### config.mk
export PLATFORM = sky130hd
export DESIGN_NAME = fpna_cfg_loader_flat
export DESIGN_NICKNAME = d
export VERILOG_FILES = /design/src/rtl/fpna_cfg_loader_if.sv /design/src/rtl/fpna_cfg_loader.sv /design/src/flat_wrapper.sv
export SDC_FILE = /design/constraint.sdc
export NUM_CORES = 1
export LEC_CHECK = 0
export BUFFER_PORTS_ARGS = -buffer_cell sky130_fd_sc_hd__buf_2
export CAP_MARGIN = 20
export CORE_AREA = 3 3 83 85
export CTS_BUF_LIST = sky130_fd_sc_hd__clkbuf_16
export CTS_CLUSTER_SIZE = 25
export DETAILED_ROUTE_END_ITERATION = 7
export DIE_AREA = 0 0 86 88
export GPL_TIMING_DRIVEN = 0
export PLACE_DENSITY = 0.69
export SETUP_SLACK_MARGIN = 0.2
export SLEW_MARGIN = 10
export SYNTH_ARGS = -nofsm -noshare
export SYNTH_HDL_FRONTEND = slang
export SYNTH_SLANG_ARGS = --single-unit
export TNS_END_PERCENT = 30
### constraint.sdc
create_clock -name clk -period 2.05 [get_ports clk]
set_clock_uncertainty 0.1 [all_clocks]
set_input_delay 0.205 -clock clk [delete_from_list [all_inputs] [get_ports clk]]
set_output_delay 0.205 -clock clk [all_outputs]
set_load 0.05 [all_outputs]
### src/rtl/fpna_cfg_loader_if.sv
// Serial configuration bus between the pin-level stream source and fpna_cfg_loader.
// P is the payload width (CELLS*CELL_BITS) and must match the loader instance.
interface fpna_cfg_loader_if #(
   parameter int P = 32
);
   logic          config_en;
   logic          bs_in;
   logic          bs_out;
   logic [P-1:0]  cfg_out;
   logic          cfg_valid;
   logic          frame_err;
   logic          commit;

   modport master (
      output config_en,
      output bs_in,
      input  bs_out,
      input  cfg_out,
      input  cfg_valid,
      input  frame_err,
      input  commit
   );

   modport slave (
      input  config_en,
      input  bs_in,
      output bs_out,
      output cfg_out,
      output cfg_valid,
      output frame_err,
      output commit
   );
endinterface

### src/rtl/fpna_cfg_loader.sv
// Bit-serial configuration loader: shift chain, length/parity check, shadowed commit to cfg_out.
// Define CFG_PARITY_EN to append and check an even-parity bit at the end of each frame.
module fpna_cfg_loader #(
   parameter int CELLS     = 4,
   parameter int CELL_BITS = 8
) (
   input  logic             clk,
   input  logic             rst_n,
   fpna_cfg_loader_if.slave bus
);
   localparam int P = CELLS * CELL_BITS;
`ifdef CFG_PARITY_EN
   localparam int L = P + 1;
`else
   localparam int L = P;
`endif
   localparam int CW = $clog2(L + 2);
   localparam logic [CW-1:0] CNT_ONE  = CW'(1);
   localparam logic [CW-1:0] CNT_FULL = CW'(L);
   localparam logic [CW-1:0] CNT_SAT  = CW'(L + 1);

   typedef enum logic [1:0] {
      ST_IDLE   = 2'd0,
      ST_SHIFT  = 2'd1,
      ST_COMMIT = 2'd2
   } state_t;

   state_t          state_r;
   state_t          state_nxt_s;
   logic [L-1:0]    chain_r;
   logic [CW-1:0]   count_r;
   logic [CW-1:0]   count_nxt_s;
   logic            shift_s;
   logic            check_s;
   logic            frame_ok_s;
   logic [P-1:0]    payload_s;
   logic [P-1:0]    cfg_out_r;
   logic            bs_out_r;
   logic            cfg_valid_r;
   logic            frame_err_r;
   logic            commit_r;

`ifdef CFG_PARITY_EN
   function automatic logic parity_ok(input logic [L-1:0] v);
      return ((^v) == 1'b0);
   endfunction

   assign frame_ok_s = (count_r == CNT_FULL) && parity_ok(chain_r);
   assign payload_s  = chain_r[L-1:1];
`else
   assign frame_ok_s = (count_r == CNT_FULL);
   assign payload_s  = chain_r[L-1:0];
`endif

   // FSM state register
   always_ff @(posedge clk or negedge rst_n) begin
      if (!rst_n) begin
         state_r <= ST_IDLE;
      end else begin
         state_r <= state_nxt_s;
      end
   end

   // Next state, shift enable and saturating bit count; COMMIT never shifts
   always_comb begin
      state_nxt_s = state_r;
      shift_s     = 1'b0;
      check_s     = 1'b0;
      count_nxt_s = count_r;
      case (state_r)
         ST_IDLE: begin
            if (bus.config_en) begin
               shift_s     = 1'b1;
               count_nxt_s = CNT_ONE;
               state_nxt_s = ST_SHIFT;
            end else begin
               state_nxt_s = ST_IDLE;
            end
         end
         ST_SHIFT: begin
            if (bus.config_en) begin
               shift_s = 1'b1;
               if (count_r == CNT_SAT) begin
                  count_nxt_s = CNT_SAT;
               end else begin
                  count_nxt_s = count_r + CNT_ONE;
               end
            end else begin
               state_nxt_s = ST_COMMIT;
            end
         end
         ST_COMMIT: begin
            check_s     = 1'b1;
            state_nxt_s = ST_IDLE;
         end
         default: begin
            state_nxt_s = ST_IDLE;
         end
      endcase
   end

   // Shift chain, bit counter and readback tap (old MSB leaves on each shift)
   always_ff @(posedge clk or negedge rst_n) begin
      if (!rst_n) begin
         chain_r  <= {L{1'b0}};
         count_r  <= {CW{1'b0}};
         bs_out_r <= 1'b0;
      end else begin
         count_r <= count_nxt_s;
         if (shift_s) begin
            chain_r  <= {chain_r[L-2:0], bus.bs_in};
            bs_out_r <= chain_r[L-1];
         end
      end
   end

   // Commit stage: only a fully checked frame reaches the cell array
   always_ff @(posedge clk or negedge rst_n) begin
      if (!rst_n) begin
         cfg_out_r   <= {P{1'b0}};
         cfg_valid_r <= 1'b0;
         frame_err_r <= 1'b0;
         commit_r    <= 1'b0;
      end else if (check_s) begin
         if (frame_ok_s) begin
            cfg_out_r   <= payload_s;
            cfg_valid_r <= 1'b1;
            frame_err_r <= 1'b0;
            commit_r    <= 1'b1;
         end else begin
            frame_err_r <= 1'b1;
            commit_r    <= 1'b0;
         end
      end else begin
         commit_r <= 1'b0;
      end
   end

   assign bus.bs_out    = bs_out_r;
   assign bus.cfg_out   = cfg_out_r;
   assign bus.cfg_valid = cfg_valid_r;
   assign bus.frame_err = frame_err_r;
   assign bus.commit    = commit_r;
endmodule

### src/flat_wrapper.sv
// flat-port wrapper written by rule: the top's interface ports become plain ports
module fpna_cfg_loader_flat 
#(
   parameter int CELLS     = 4,
   parameter int CELL_BITS = 8
)
  (clk, rst_n, bus_config_en, bus_bs_in, bus_bs_out, bus_cfg_out, bus_cfg_valid, bus_frame_err, bus_commit);
  fpna_cfg_loader_if #(.P(32)) bus_i ();
  input  logic clk;
  input  logic rst_n;
  input wire logic [$bits(bus_i.config_en)-1:0] bus_config_en;
  input wire logic [$bits(bus_i.bs_in)-1:0] bus_bs_in;
  output wire logic [$bits(bus_i.bs_out)-1:0] bus_bs_out;
  output wire logic [$bits(bus_i.cfg_out)-1:0] bus_cfg_out;
  output wire logic [$bits(bus_i.cfg_valid)-1:0] bus_cfg_valid;
  output wire logic [$bits(bus_i.frame_err)-1:0] bus_frame_err;
  output wire logic [$bits(bus_i.commit)-1:0] bus_commit;
  assign bus_i.config_en = bus_config_en;
  assign bus_i.bs_in = bus_bs_in;
  assign bus_bs_out = bus_i.bs_out;
  assign bus_cfg_out = bus_i.cfg_out;
  assign bus_cfg_valid = bus_i.cfg_valid;
  assign bus_frame_err = bus_i.frame_err;
  assign bus_commit = bus_i.commit;
  fpna_cfg_loader #(.CELLS(CELLS), .CELL_BITS(CELL_BITS)) u_core (.clk(clk), .rst_n(rst_n), .bus(bus_i));
endmodule
[Word level (Yosys, flattened, before mapping)]
Cells that the tools add are included.
Widths: inputs -> output; s select.
Word-level totals
  latch bits: 0
  logic and storage cells: 34
  register bits: 76
  input bits: 4
  memories: 0
  output and inout port bits: 36
  memory bits (writable): 0
  ROM bits: 0
Operators by class
  muxes and demuxes: 13
  add/subtract/negate cells: 1
  divide/modulo/power cells: 0
  bitwise operators: 0
  shift-type cells: 0
  reductions and logical operators: 5
  $lt $le $gt $ge: 0
  equality and inequality tests: 7
  $mul: 0
Operators with widths (number)
  $mux 6: 3
  $eq 6x6->1 const B: 2
  $pmux 6 s2: 1
  $mux 1: 7
  $add 6x1->6 const B: 1
  $ne 2x2->1 const B: 3
  $pmux 2 s2: 1
  $reduce_and 3->1: 1
  $eq 2x1->1 const B: 1
  $eq 2x2->1 const B: 1
  $logic_not 2->1: 1
  $mux 2: 1
  $reduce_and 2->1: 1
  $reduce_bool 2->1: 1
  $reduce_or 2->1: 1

[Longest topological paths before layout]
Gate-level depths: netlist (run 1).
  word-level depth: 4
  gate-level depth with buffers: 6
  gate-level depth less buffers: 5

[Worst setup path after synthesis (run 1)]
No wires, ideal clock.
  kind: reg2reg
  start: register u_core.count_r[4]
  end: register u_core.cfg_out_r[10] (netlist: u_core.bus.cfg_out[10])
  period minus slack after synthesis: 1877 ps
  stages on the path, launching flop included: 5
  slack: 173 ps
  path buffers: 1
  data required time: 1825 ps
  library setup time: 125 ps
  arrival time: 1652 ps
  cell sequence: dfrtp_1 -> or4b_4 -> nor2_8 -> buf_12 -> mux2_4
Between the ends
  word-level cells in the longest chain between the ends: 2
Ends and longest elaborated chain
  from (decl): line fpna_cfg_loader.sv:31  | logic [CW-1:0] count_r;
  from (signal assigned): line fpna_cfg_loader.sv:106  | count_r <= {CW{1'b0}};
  from (signal assigned): line fpna_cfg_loader.sv:109  | count_r <= count_nxt_s;
  $eq 6x6->1: line fpna_cfg_loader.sv:51  | assign frame_ok_s = (count_r == CNT_FULL);
  $reduce_and 2->1 (no source line)
  to (signal assigned): line fpna_cfg_loader.sv:120  | cfg_out_r <= {P{1'b0}};
  to (signal assigned): line fpna_cfg_loader.sv:126  | cfg_out_r <= payload_s;
  to (decl): line fpna_cfg_loader.sv:37  | logic [P-1:0] cfg_out_r;
No other way between the ends.
A chain may end at the register's enable or synchronous reset.

[Final worst setup path (run 1)]
  start: register u_core.count_r[2]
  end: register u_core.cfg_out_r[19] (netlist: u_core.bus.cfg_out[19])
Same word-level chain as after synthesis.

==> flow_metrics.py, run 1 <==
metrics = {
    "place": {
        "gp_congestion": 0.8032,
        "portBuffers": 39,
        "placed_area_sq_um": 3411,
        "dp_hpwl_um": 3361,
    },
    "power": {
        "pwr-share-comb_pct": 14.9,
        "power_density_nw_per_um2": 1046,
        "ir_drop_uv": 655.4,
        "power_w": 0.004096,
        "p_clk_share_pct": 40.3,
        "seq_power_share_pct": 44.8,
        "switching_power_w": 0.001114,
        "internal_power_w": 0.002982,
        "swShare_pct": 27.20,
        "leakage_nw": 2.135,
    },
    "setup_path": {
        "cp_top_family": "simple AND/OR/NAND/NOR gates",
        "critPathRequiredTime_ns": 2.16,
        "critPathBufInv": 2,
        "critPathCaptureType": "register",
        "crit_type": "register to register",
        "startpoint": "u_core.count_r[2]",
        "cpPeakStageDelay_ns": 0.60,
        "crit_chain": "or4b_4 > nor2_8 > buf_12 > clkbuf_16 > mux2_4",
        "r2r_end": "u_core.bus.cfg_out[19]",
        "critPathArrivalTime_ns": 2.04,
        "start_kind": "register",
        "r2r_setup_slack_ns": 0.12,
        "reg2regPathDepth": 5,
        "crit_fanout": 5,
        "cpMaxStageDelayCell": "or4b_4",
        "reg2reg_from": "u_core.count_r[2]",
    },
    "timing": {
        "max_freq_mhz": 517.7,
        "worstMarginPinSlew_ns": 0.4544,
        "rsz0062_at_grt": "yes",
        "slew_headroom_pct": 69.71,
        "finalHoldViolCount": 0,
        "tns_ns": 0,
        "period_share_pct": 94.22,
        "min_period_ns": 1.932,
        "setup_violations": 0,
        "finalMaxSlewViolations": 0,
    },
    "synth": {
        "synthTopCellsByCount": "nand2_1, dfrtp_1, mux2_4",
        "synth_area_leader_cell": "dfrtp_1",
        "ys.flop_type": "dfrtp_1",
        "synthesis.nets": 264,
        "yosysUniqueCellTypes": 24,
        "yosys.area.top_type_share_pct": 61.56,
        "yosysMostFrequentCell": "nand2_1",
        "synth_warnings": 0,
        "seq_area_frac_synth_pct": 61.56,
        "syn_area_sq_um": 3089,
        "synth_edf_count": 0,
        "synthCells": 257,
        "synth-async-reset-ratio_pct": 100.0,
        "avgSynthCellArea_sq_um": 12.02,
        "synthTopCellsByArea": "dfrtp_1, mux2_4, nand2_1, mux2_2, buf_12",
        "synth-seq-cells": 76,
    },
    "clock_network": {
        "cts_sinks": 76,
        "cts_buffers": 9,
        "htree_levels": 3,
        "clk_latency_ns": 0.33,
        "cts-root-buf": "clkbuf_16",
        "cts_buffer_depth": 2,
        "path_clk_slew_ns": 0.06,
        "cts_tree": "built",
    },
    "detailed_routing": {
        "drc_errors": 0,
        "vias": 1977,
        "viasPerCell": 4.869,
        "drtAntennaViolNets": 0,
        "wl_per_cell_um": 13.53,
        "firstDrtPassIters": 4,
        "drt_iter0_markers": 93,
        "drt_wl_total_um": 5493,
    },
    "global_route": {
        "grt_max_degree": 47,
        "grt_pass1_vias": 1910,
        "track_usage_pct": 16.10,
        "grt_pass1_wl_um": 9418,
        "grt-ovfl-total": 0,
        "antenna_found_initial": 0,
    },
    "layout": {
        "synthToLayoutAreaGrowth_pct": 26.81,
        "seq_area_sq_um": 1902,
        "antenna_cells": 0,
        "final_area_sq_um": 3918,
        "multi_input_area_sq_um": 1079,
        "drive_gt1_share_pct": 32.83,
        "fillers": 514,
        "nets": 331,
    },
    "die": {
        "placeableCoreArea_sq_um": 6277,
        "die_w_um": 86,
        "start_util_pct": 49.21,
        "dieHeight_um": 88,
        "io_pins": 40,
        "rows": 29,
        "die_area_sq_um": 7568,
    },
    "run": {
        "drv_cap": 0,
    },
    "hold_path": {
        "hold_class": "primary input to async pin",
    },
    "run_status": {
        "outcome": "completed",
    },
}
## cell families (layout without fill, tap and decap cells)
kind of cell	Yosys count	in the layout	share of synthesized area, %
multiplexers	33	33	15.31
AND/OR/NAND/NOR	120	120	16.32
flip-flops	76	76	61.56
buffers and inverters	16	88	3.524
AO/OA/AOI/OAI	9	9	2.066
adder cells (fa/ha/maj)	3	3	1.215
## timing repair
| item | in CTS | in global routing |
|---|---|---|
| gates resized for setup | 0 | 3 |
| hold endpoints to repair | 32 | 0 |
| gates cloned | 1 | 1 |
| buffers inserted | 9 | 2 |
| endpoints found under the setup margin | 32 | 44 |
| pin swaps | 2 | 2 |
| hold buffers | 3 | 0 |
## stage by stage
stage / setup WS [ns] / utilization (%) / cells / hold WS, ns
final: 0.1185 / 62.41 / 406 / 0.2588
after global routing: 0.07152 / 62.41 / 406 / 0.3039
after CTS: 0.1087 / 61.83 / 403 / 0.2618
after detailed placement: 0.08280 / 54.34 / 374 / 0.07647
after global placement: 0.09317 / 53.86 / 373 / 0.2839
after floorplan: 0.1994 / - / 257 / -0.1906
## final cells by class
type	instances	share of cell area, %
Tap cell	77	2.459
Clock buffer	9	5.749
Sequential cell	76	48.55
Buffer	11	2.332
Clock inverter	7	2.300
Inverter	5	0.4791
Timing Repair Buffer	56	10.60
Multi-Input combinational cell	165	27.53
## metal layers
layer / track usage [%] / part of all wire, % / vias to the layer above
met2: 22.42 / 43 / 35
met3: 5.550 / 4.4 / 8
li1: - / - / 973
met4: 5.612 / 1.5 / 0
met1: 23.35 / 51 / 961
met5: 0 / 0 / -
## power groups by stage
stage / clock network [W] / logic [W] / registers (W)
finish: 0.00165 / 0.000612 / 0.00183
global route: 0.00176 / 0.000682 / 0.00186
CTS: 0.00169 / 0.000601 / 0.00183
detailed placement: 0 / 0.000531 / 0.00187
global placement: 0 / 0.000508 / 0.00186
floorplan: 0 / 0.000263 / 0.00197
## cell usage in the layout (no fill, tap or decap), drive strengths merged, types with 5 or more instances in the layout
cell type / instances
nand3: 5
nand2: 105
inv: 6
buf: 56
mux2: 33
dfrtp: 76
clkbuf: 17
## registers in the layout (all words and copies together) (netlist names)
signal / flops
u_core.count_r: 6
u_core.state_r: 2
u_core.bus.commit: 1
u_core.bus.frame_err: 1
u_core.bus.cfg_out: 32
u_core.bus.cfg_valid: 1
u_core.bus.bs_out: 1
u_core.chain_r: 32
## worst max path at each step
stage	end	slack, ns	cells after the start
finish	u_core.bus.cfg_out[19]	0.12	5
global route	u_core.bus.cfg_valid	0.07	7
CTS	u_core.bus.cfg_out[10]	0.11	4
detailed placement	u_core.bus.cfg_out[20]	0.08	4
global placement	u_core.bus.cfg_out[22]	0.09	4
floorplan	u_core.bus.cfg_out[10]	0.20	4
No activity file was read; power rests on OpenSTA's default activity.
==> run 2, diff against run 1 <==
--- a/config.mk
+++ b/config.mk
@@ -5,7 +5,7 @@
 export SDC_FILE = /design/constraint.sdc
 export NUM_CORES = 1
 export LEC_CHECK = 0
-export BUFFER_PORTS_ARGS = -buffer_cell sky130_fd_sc_hd__buf_2
+export BUFFER_PORTS_ARGS = -buffer_cell sky130_fd_sc_hd__buf_4
 export CAP_MARGIN = 20
 export CORE_AREA = 3 3 83 85
 export CTS_BUF_LIST = sky130_fd_sc_hd__clkbuf_16
==> flow_metrics.py, run 2 (same netlist as run 1, synthesis figures left out) <==
metrics = {
    "clock_network": {
        "path_clk_slew_ns": 0.06,
        "cts_buffer_depth": 2,
        "htree_levels": 3,
        "cts_tree": "built",
        "cts-root-buf": "clkbuf_16",
        "cts_buffers": 9,
        "cts_sinks": 76,
        "clk_latency_ns": 0.33,
    },
    "timing": {
        "period_share_pct": 93.74,
        "finalMaxSlewViolations": 0,
        "slew_headroom_pct": 36.86,
        "finalHoldViolCount": 0,
        "min_period_ns": 1.922,
        "rsz0062_at_grt": "yes",
        "max_freq_mhz": 520.4,
        "worstMarginPinSlew_ns": 0.9471,
        "tns_ns": 0,
        "setup_violations": 0,
    },
    "setup_path": {
        "crit_chain": "or4b_4 > nor2_8 > buf_4 > buf_12 > mux2_4",
        "cp_top_family": "simple AND/OR/NAND/NOR gates",
        "critPathArrivalTime_ns": 2.04,
        "cpPeakStageDelay_ns": 0.59,
        "critPathRequiredTime_ns": 2.17,
        "critPathBufInv": 2,
        "start_kind": "register",
        "crit_fanout": 10,
        "crit_type": "register to register",
        "critPathCaptureType": "register",
        "cpMaxStageDelayCell": "or4b_4",
    },
    "hold_path": {
        "hold_class": "register to register",
    },
    "die": {
        "die_area_sq_um": 7568,
        "rows": 29,
        "start_util_pct": 49.21,
        "dieHeight_um": 88,
        "die_w_um": 86,
        "placeableCoreArea_sq_um": 6277,
        "io_pins": 40,
    },
    "power": {
        "leakage_nw": 2.113,
        "power_density_nw_per_um2": 1068,
        "ir_drop_uv": 652.6,
        "power_w": 0.004241,
    },
    "layout": {
        "synthToLayoutAreaGrowth_pct": 28.51,
        "final_cell_mix": "nand2_1, dfrtp_1, buf_4",
        "nets": 328,
        "fillers": 482,
        "final_common_cell": "nand2_1",
        "antenna_cells": 0,
        "drive_gt1_share_pct": 32.21,
    },
    "detailed_routing": {
        "viasPerCell": 4.988,
        "drt_iter0_markers": 148,
        "vias": 2010,
        "drtAntennaViolNets": 0,
        "firstDrtPassIters": 4,
        "drc_errors": 0,
        "wl_per_cell_um": 13.55,
        "drt_wl_total_um": 5460,
    },
    "place": {
        "gp_congestion": 0.7951,
        "dp_hpwl_um": 3345,
        "portBuffers": 39,
    },
    "run_status": {
        "outcome": "completed",
    },
    "global_route": {
        "track_usage_pct": 16.63,
        "grt-ovfl-total": 0,
        "grt_max_degree": 77,
        "grt_pass1_vias": 2048,
        "grt_pass1_wl_um": 9591,
        "antenna_found_initial": 0,
    },
    "run": {
        "drv_cap": 0,
    },
}
## run 2: cell count changes in the layout (fill, tap and decap cells not counted), sizes merged
| cell | before | now |
|---|---|---|
| buf | 56 | 53 |
| bufbuf | 0 | 1 |
| bufinv | 2 | 3 |
| clkbuf | 17 | 16 |
| inv | 6 | 5 |
## run 2: final cells by class
| cell class | instances | area [sq um] | share of cell area, % |
|---|---|---|---|
| repair buffers | 53 | 442.9 | 11.16 |
| clock buffers | 9 | 225.2 | 5.673 |
| multi-input cells | 165 | 1079 | 27.17 |
| clock inverters | 7 | 113.9 | 2.868 |
| inverters | 5 | 18.77 | 0.4727 |
| well taps | 77 | 96.34 | 2.427 |
| plain buffers | 11 | 92.59 | 2.332 |
| flip-flops and latches | 76 | 1902 | 47.90 |
## run 2: repair_timing
item,4_1_cts,5_1_grt
hold buffers,3,0
endpoints found under the hold margin,78,0
resized for setup,0,4
setup endpoints to repair,29,47
buffers inserted,9,1
gates cloned,1,0
pin swaps,2,1
## run 2: metrics by stage
stage	utilization (%)	hold slack, ns	area (sq um)	worst slack, ns	cells
global route	63.25	0.3990	3970	0.08628	403
floorplan	-	-0.1906	3089	0.1994	257
global placement	55.41	0.2735	3478	0.09352	373
detailed placement	55.41	0.2762	3478	0.09316	373
finish	63.25	0.3760	3970	0.1283	403
CTS	63.09	0.3706	3960	0.1063	402
## run 2: metal layers
metal	global-route usage, %	part of all wire (%)	vias to the layer above
met5	0	0	-
met4	10.50	2.3	0
met3	3.951	4.2	11
met2	24.81	46	46
met1	21.92	48	987
li1	-	-	966
## run 2: final timing paths
| path | slack, ns | startpoint | cells after the start | end |
|---|---|---|---|---|
| max in group asynchronous | 0.78 | rst_n | 2 | u_core.chain_r[28] |
| min in group asynchronous | 0.47 | rst_n | 2 | u_core.bus.frame_err |
| min reg2reg | 0.38 | u_core.state_r[1] | 1 | u_core.state_r[1] |
| max reg2reg | 0.13 | u_core.count_r[2] | 5 | u_core.bus.cfg_out[25] |
| max | 0.13 | u_core.count_r[2] | 5 | u_core.bus.cfg_out[25] |
| min | 0.38 | u_core.state_r[1] | 1 | u_core.state_r[1] |
## run 2: report_power, final
group	total, W	internal (W)	switching (W)
combinational	0.000619	0.000245	0.000374
clock	0.00179	0.00118	0.000606
sequential	0.00183	0.00169	0.000143
